`src/rtl/mem_arbiter.sv`:
```
// Two-master DataMem arbiter with a registered read-return owner tag.
// Define MEM_ARB_RR_EN for round-robin arbitration and the bounded m1 lock.
module mem_arbiter #(
  parameter int MAX_HOLD = 8
) (
  input  logic        clk,
  input  logic        reset,
  input  logic        m0_req,
  input  logic        m0_wr,
  input  logic [31:0] m0_addr,
  input  logic [31:0] m0_wdata,
  output logic        m0_gnt,
  output logic        m0_rvalid,
  output logic [31:0] m0_rdata,
  input  logic        m1_req,
  input  logic        m1_wr,
  input  logic [31:0] m1_addr,
  input  logic [31:0] m1_wdata,
  input  logic        m1_lock,
  output logic        m1_gnt,
  output logic        m1_rvalid,
  output logic [31:0] m1_rdata,
  output logic        mem_rd,
  output logic        mem_wr,
  output logic [31:0] mem_addr,
  output logic [31:0] mem_wdata,
  input  logic [31:0] mem_rdata
);

  typedef enum logic [1:0] {
    IDLE,
    OWN0,
    OWN1
  } state_e;

  state_e state_q, state_d;
  logic   gnt0, gnt1;
  logic   rd_vld_q, rd_vld_d;
  logic   rd_own_q, rd_own_d;

`ifdef MEM_ARB_RR_EN
  localparam int HW = $clog2(MAX_HOLD + 1);

  logic [HW-1:0] hold_q, hold_d;
  logic          lock_win;

  always_comb begin
    gnt0     = 1'b0;
    gnt1     = 1'b0;
    hold_d   = '0;
    lock_win = (state_q == OWN1) && m1_lock
               && (hold_q < HW'(MAX_HOLD));
    if (m0_req && m1_req) begin
      // lock wins while under budget, else last-owner round robin
      gnt1 = lock_win || (state_q == OWN0);
      gnt0 = !gnt1;
    end else begin
      gnt0 = m0_req;
      gnt1 = m1_req;
    end
    if (gnt1 && m1_lock) begin
      if (hold_q < HW'(MAX_HOLD)) hold_d = hold_q + HW'(1);
      else                        hold_d = hold_q;
    end
  end

  always_ff @(posedge clk or negedge reset) begin
    if (!reset) hold_q <= '0;
    else        hold_q <= hold_d;
  end
`else
  localparam int unused_max_hold = MAX_HOLD;
  logic unused_lock;

  assign unused_lock = m1_lock;

  always_comb begin
    gnt0 = m0_req;
    gnt1 = m1_req && !m0_req;
  end
`endif

  always_comb begin
    state_d  = IDLE;
    rd_vld_d = 1'b0;
    rd_own_d = 1'b0;
    unique case (1'b1)
      gnt0: begin
        state_d  = OWN0;
        rd_vld_d = !m0_wr;
      end
      gnt1: begin
        state_d  = OWN1;
        rd_vld_d = !m1_wr;
        rd_own_d = 1'b1;
      end
      default: state_d = IDLE;
    endcase
  end

  always_ff @(posedge clk or negedge reset) begin
    if (!reset) begin
      state_q  <= IDLE;
      rd_vld_q <= 1'b0;
      rd_own_q <= 1'b0;
    end else begin
      state_q  <= state_d;
      rd_vld_q <= rd_vld_d;
      rd_own_q <= rd_own_d;
    end
  end

  assign m0_gnt = gnt0;
  assign m1_gnt = gnt1;

  assign mem_rd = (gnt0 && !m0_wr) || (gnt1 && !m1_wr);
  assign mem_wr = (gnt0 && m0_wr) || (gnt1 && m1_wr);

  assign mem_addr  = gnt0 ? m0_addr  : (gnt1 ? m1_addr  : '0);
  assign mem_wdata = gnt0 ? m0_wdata : (gnt1 ? m1_wdata : '0);

  // return steered by the tag, not by this cycle's grant
  assign m0_rvalid = rd_vld_q && !rd_own_q;
  assign m1_rvalid = rd_vld_q && rd_own_q;
  assign m0_rdata  = m0_rvalid ? mem_rdata : '0;
  assign m1_rdata  = m1_rvalid ? mem_rdata : '0;

endmodule

```
`config.mk`:
```
export PLATFORM = sky130hd
export DESIGN_NAME = mem_arbiter
export DESIGN_NICKNAME = d
export VERILOG_FILES = /design/src/rtl/mem_arbiter.sv
export SDC_FILE = /design/constraint.sdc
export NUM_CORES = 1
export LEC_CHECK = 0
export ABC_AREA = 1
export CAP_MARGIN = 25
export CORE_AREA = 2 2 116 118
export DETAILED_ROUTE_END_ITERATION = 7
export DIE_AREA = 0 0 118 120
export MAX_ROUTING_LAYER = met4
export PLACE_DENSITY = 0.56
export SLEW_MARGIN = 30
export SYNTH_ARGS = -nofsm -noshare
export SYNTH_HDL_FRONTEND = slang
export SYNTH_SLANG_ARGS = --single-unit
```
`constraint.sdc`:
```
create_clock -name clk -period 1.29 [get_ports clk]
set_clock_uncertainty 0.2 [all_clocks]
set_input_delay 0.129 -clock clk [delete_from_list [all_inputs] [get_ports clk]]
set_output_delay 0.129 -clock clk [all_outputs]
set_load 0.02 [all_outputs]
```
==> results by group, run 1 <==
Clock network
  • CTS tree: done
  • Worst-path clk slew: 30 ps
  • Max clock buf depth: 2
  • CTS sink count: 2
  • CTS HTree Levels: 1
  • Clock Tree Root: clkbuf_16
  • Num CTS Buffers: 3

Floorplan
  • Die area: 14,200 um^2
  • I/O pin cnt: 301
  • Initial Util: between 10% and 20%
  • Row count: 42
  • Die height: 120 um
  • Die W: about 120 um
  • Core region area: between 10,000 and 15,000 um^2

Synth
  • Syn nets: 503
  • Syn Std Cell Area: 1730 um^2
  • Synthesis-stage register bit count: 2
  • Syn avg cell area: 5.15 um^2
  • Ys Warns: 0
  • Register area share after synthesis: around 2.9%
  • Cells after synthesis: roughly 340
  • Yosys cell types: 14
  • Async S/R FF share, synth: 100%
  • EDFF count, synth: 0
  • Synth Flop Type: dfrtp_1

GRT
  • First-pass GRT wire length: around 15,000 um
  • Vias in the first global route: a little over 3,000
  • GRT Overall Usage: 12.9%
  • Final global-route overflow total: 0
  • Pin count of the biggest net entering global routing: 52
  • Initial antenna violation count: 0

Worst setup path
  • Crit-path cells: inv_2, nand2_4, buf_12, nor2_1, buf_4
  • CP endpoint kind: output port
  • Data arrival time of the critical path: 1170 ps
  • Slowest-stage cell, CP: dfrtp_1
  • Critical Path Max Stage Delay: 390 ps
  • Critical Path Fanout Max: 17
  • Setup CP Type: reg -> out
  • Worst EP required: 960 ps
  • Startpoint type of the worst setup path: register

Power and ir drop
  • Power after layout: 2.21 mW
  • PwrDens: 469 nW/um^2
  • Leakage: 2.49 nW
  • Worst VDD drop: 0.336 mV

Route
  • Final WL: around 10,000 um
  • DR iter-0 viols: 66
  • WL met3: 851 um
  • DRC: 0
  • DR WL/cell: 12.9 um
  • Via count: 3,206
  • Sum of routed wire segments on met1: 3950 um
  • Drt pass-1 iters: 4
  • Max Used Layer: met4
  • DRT antenna net count: 0
  • Vias/cell: 3.99
  • Routed length on met2: 5470 um

Timing
  • Relative slew slack: approximately 85%
  • Endpoints failing setup: 66
  • Slew Viols, Final: 0
  • Hold_ws: around 160 ps
  • Unrepaired setup endpoints after global routing: true
  • Final Critical Period: about 1500 ps
  • TNS Setup: -11,980 ps
  • Final WS setup: -210 ps
  • Fmax: 667 MHz
  • Final hold vios: 0
  • Worst slew pin tran: 226 ps
  • Fin crit share: 116%

Layout
  • # nets final: 796
  • Most frequent cells in the layout: 160 x clkdlybuf4s50_1, 131 x nand2_1, 54 x buf_4
  • Area Overhead vs Synth: 172%
  • FF/Latch Area: 50.0 um^2
  • N_diodes: 0
  • Fillers: 1,414
  • Most common cell after layout, fill and taps aside: clkdlybuf4s50_1
  • Final Instance Area: 4710 um^2
  • Area of the multi-input gates: 1380 um^2
  • Layout cells sized above 1: approximately 36%

Placement
  • Post-DP HPWL: 8400 um
  • Placed Area: 4860 um^2
  • Pre-CTS WS: -475 ps
  • I/O Buffers: 299
  • Routability cong.: between 0.7 and 0.8

Outcome
  • Violated checks: setup timing
  • Status: finished with violations

Job
  • Number of max-cap violations: 0

Worst hold path
  • Hold WC Path Type: in -> reg
## sequential cells by signal, summed over array words and instances (netlist names)
name and flops:
rd_vld_q 1, rd_own_q 1
## power breakdown
| part | leakage [nW] | internal [mW] | switching (mW) |
|---|---|---|---|
| clock network | 0.0370 | 0.394 | 0.0664 |
| registers | 0.0253 | 0.0672 | 0.00425 |
| logic | 2.43 | 0.852 | 0.826 |
| total | 2.49 | 1.31 | 0.897 |
## critical path: cells and delay by family, from the launching register on
kind / cells / cell delay [ps]
buffers and inverters: 3 / 380
DFF: 1 / 390
and+or+nand+nor: 2 / 170
## stage by stage
stage          cells  utilization, %
5_1_grt          803            36.3
3_3_place_gp     796            37.4
2_1_floorplan    336               -
4_1_cts          800            35.5
6_report         803            36.3
3_5_place_dp     796            37.4
## final cells by class
cell class                 count  area share, %
multi-input combinational    266           29.2
clock buffer                   3           1.59
sequential                     2           1.06
inverter                      39           3.21
timing repair buffer         317           60.2
tap                          176           4.68
## what timing repair did
action	in CTS	in global routing
endpoints found under the hold margin	2	0
gates cloned	0	3
resized for setup	403	200
hold buffers	1	0
buffers inserted	0	0
setup endpoints to repair	133	126
## metal layers
layer,GRT usage [%],up-vias
met5,-,-
met4,1.81,0
met3,2.80,6
met2,24.9,192
met1,13.7,1418
li1,-,1590
## Yosys cell counts, types with 2 or more instances
library cell,instances,area share (%)
dfrtp_1,2,2.9
buf_4,2,0.87
inv_1,37,8.0
nand3_1,26,7.5
buf_12,4,4.6
nor2_1,65,14
buf_2,16,4.6
nand2_1,135,29
nand3_2,40,23
buf_6,5,3.3
## final timing paths
path,start,endpoint,slack (ps),depth (start not counted)
max,rd_own_q,m0_rdata[22],-210,5
max in group asynchronous,reset,rd_own_q,350,2
min,m0_wr,rd_vld_q,160,5
min in group asynchronous,reset,rd_vld_q,430,2
## cell families (layout without fill, tap and decap cells)
logic type             Yosys count  after routing  synth area share, %
flip-flops                       2              2                 2.89
AND/OR/NAND/NOR                266            266                 74.0
buffers and inverters           68            359                 23.1
No activity file was read; power rests on OpenSTA's default activity.
==> inputs of run 2 (changes only) <==
Settings changed: ABC_AREA 1 to default, CAP_MARGIN 25 to default, CORE_AREA 2 2 116 118 to 2 2 115 117, DIE_AREA 0 0 118 120 to 0 0 117 119, HOLD_SLACK_MARGIN from default to 0.15, PLACE_DENSITY 0.56 to 0.53.
==> results by group, run 2 <==
Outcome
  • Status: finished with violations
  • Violated checks: setup timing

Floorplan
  • Initial Util: 9.73% (-3.6 points)
  • Die height: 119 um (-0.83%)
  • Die area: 13,900 um^2 (-1.7%)
  • Die W: 117 um (-0.85%)
  • Row count: 42 (unchanged)
  • Core region area: 12,900 um^2 (-0.81%)
  • I/O pin cnt: 301 (unchanged)

Job
  • Number of max-cap violations: 0 (unchanged)

Timing
  • Final hold vios: 0 (unchanged)
  • Fmax: 631 MHz (-5.3%)
  • Slew Viols, Final: 0 (unchanged)
  • TNS Setup: -20,330 ps (-8350 ps)
  • Unrepaired setup endpoints after global routing: true
  • Relative slew slack: 85.5% (+0.54 points)
  • Hold_ws: 249 ps (+91.3 ps)
  • Fin crit share: 123% (+6.6 points)
  • Endpoints failing setup: 103 (+56%)
  • Final Critical Period: 1580 ps (+84.6 ps)
  • Final WS setup: -295 ps (-84.6 ps)
  • Worst slew pin tran: 218 ps (-8.04 ps)

Route
  • Drt pass-1 iters: 5 (+1)
  • Vias/cell: 4.08 (+2.3%)
  • Via count: 2,805 (-13%)
  • DRC: 0 (unchanged)
  • DR WL/cell: 14.9 um (+16%)
  • DRT antenna net count: 0 (unchanged)
  • DR iter-0 viols: 32 (-52%)
  • Final WL: 10,200 um (-0.86%)

GRT
  • Final global-route overflow total: 0 (unchanged)
  • GRT Overall Usage: 13.2% (+0.28 points)
  • Vias in the first global route: 2,742 (-11%)
  • Pin count of the biggest net entering global routing: 31 (-40%)
  • Initial antenna violation count: 0 (unchanged)
  • First-pass GRT wire length: 14,100 um (-3.5%)

Power and ir drop
  • Power after layout: 2.55 mW (+15%)
  • Leakage: 2.40 nW (-3.7%)
  • PwrDens: 487 nW/um^2 (+3.7%)
  • Worst VDD drop: 0.268 mV (-20%)

Placement
  • Pre-CTS WS: -854 ps (-378 ps)
  • I/O Buffers: 299 (unchanged)
  • Post-DP HPWL: 7980 um (-5.0%)
  • Routability cong.: 0.770 (-0.96%)
  • Post-Place Cells: 663 (-17%)
  • Placed Area: 4610 um^2 (-5.0%)

Synth
  • Synth Flop Type: dfrtp_1
  • Syn avg cell area: 6.42 um^2 (+25%)
  • Ys Warns: 0 (unchanged)
  • Yosys cell types: 12 (-2)
  • Largest cells by area after synthesis: a22o_1 47%, and3_1 16%, nand2_1 8.1%
  • Cells after synthesis: 195 (-42%)
  • Top-area cell type share of the netlist area: 46.9% (+18 points)
  • Syn Std Cell Area: 1250 um^2 (-28%)
  • Synth cell count leaders: 67 x a22o_1, 32 x and3_1, 27 x nand2_1, 27 x nor2_1
  • Async S/R FF share, synth: 100% (unchanged)
  • Register area share after synthesis: 4.00% (+1.1 points)
  • Synthesis-stage register bit count: 2 (unchanged)
  • Most numerous cell in the Yosys netlist: a22o_1
  • Syn nets: 362 (-28%)
  • EDFF count, synth: 0 (unchanged)
  • Synth area leader: a22o_1

Layout
  • Most common cell after layout, fill and taps aside: clkdlybuf4s50_1
  • N_diodes: 0 (unchanged)
  • Area Overhead vs Synth: 318%
  • Most frequent cells in the layout: 161 x clkdlybuf4s50_1, 103 x buf_6, 66 x a22o_1
  • Layout cells sized above 1: 47.0% (+11 points)
  • Largest registers: rd_own_q: 1 flops, rd_vld_q: 1 flops
  • Final core occ: 40.7% (+4.4 points)
  • # nets final: 680 (-15%)
  • Final Instance Area: 5240 um^2 (+11%)
  • Final Non-Filler Cells: 687 (-14%)

Worst hold path
  • Hold WC Path Type: in -> reg

Worst setup path
  • Worst EP required: 960 ps (about the same)
  • Setup CP Type: reg -> out
  • CP endpoint kind: output port
  • Critical Path Fanout Max: 16 (-1)
  • Data arrival time of the critical path: 1260 ps (+90 ps)
  • Startpoint type of the worst setup path: register

Clock network
  • CTS tree: done
  • Max clock buf depth: 2 (unchanged)
  • Worst-path clk slew: 30 ps (about the same)
  • Clock Tree Root: clkbuf_16
  • Num CTS Buffers: 3 (unchanged)
  • CTS HTree Levels: 1 (unchanged)
  • CTS sink count: 2 (unchanged)
==> run 2: layer usage <==
metal	wire, um	GRT usage [%]	share of wire (%)
met1	3460	13.2	34
met2	5550	25.9	54
met3	1120	2.90	11
met4	108	1.99	1.1
met5	0	-	0
==> run 2: critical path, stage by stage (launching register included) <==
cell     delay [ps]
dfrtp_1         400
buf_12          160
buf_12          140
and3_2          180
buf_2           150
==> run 2: report_power, final <==
group	internal, mW	switching [mW]
Clock	0.394	0.0662
Combinational	1.21	0.805
Sequential	0.0675	0.00649
Total	1.67	0.877
==> run 2: cells by family after synthesis <==
logic type	count (synthesis)	share of synthesized area, %
AO/OA/AOI/OAI	67	46.9
flip-flops	2	4.00
buffers and inverters	32	13.0
AND/OR/NAND/NOR	94	36.2
==> run 2: final timing paths <==
check / endpoint / cells after the start / from / slack, ps
min in group asynchronous: rd_own_q / 2 / reset / 440
worst min-delay path: rd_vld_q / 4 / m0_req / 250
max in group asynchronous: rd_own_q / 2 / reset / 320
worst max-delay path: m1_rdata[10] / 4 / rd_vld_q / -290
==> run 2: area by class of cell <==
cell class | count | area (um^2)
tap | 176 | 220
multi-input combinational | 161 | 1240
timing repair buffer | 343 | 3640
inverter | 2 | 7.51
fill | 1314 | 7640
sequential | 2 | 51.3
clock buffer | 3 | 75.1
==> run 2: what timing repair did <==
action	in CTS	in global routing
buffers inserted	12	4
pin swaps	15	14
gates cloned	6	3
endpoints found under the setup margin	135	124
endpoints found under the hold margin	2	0
resized for setup	711	82
hold buffers	1	0
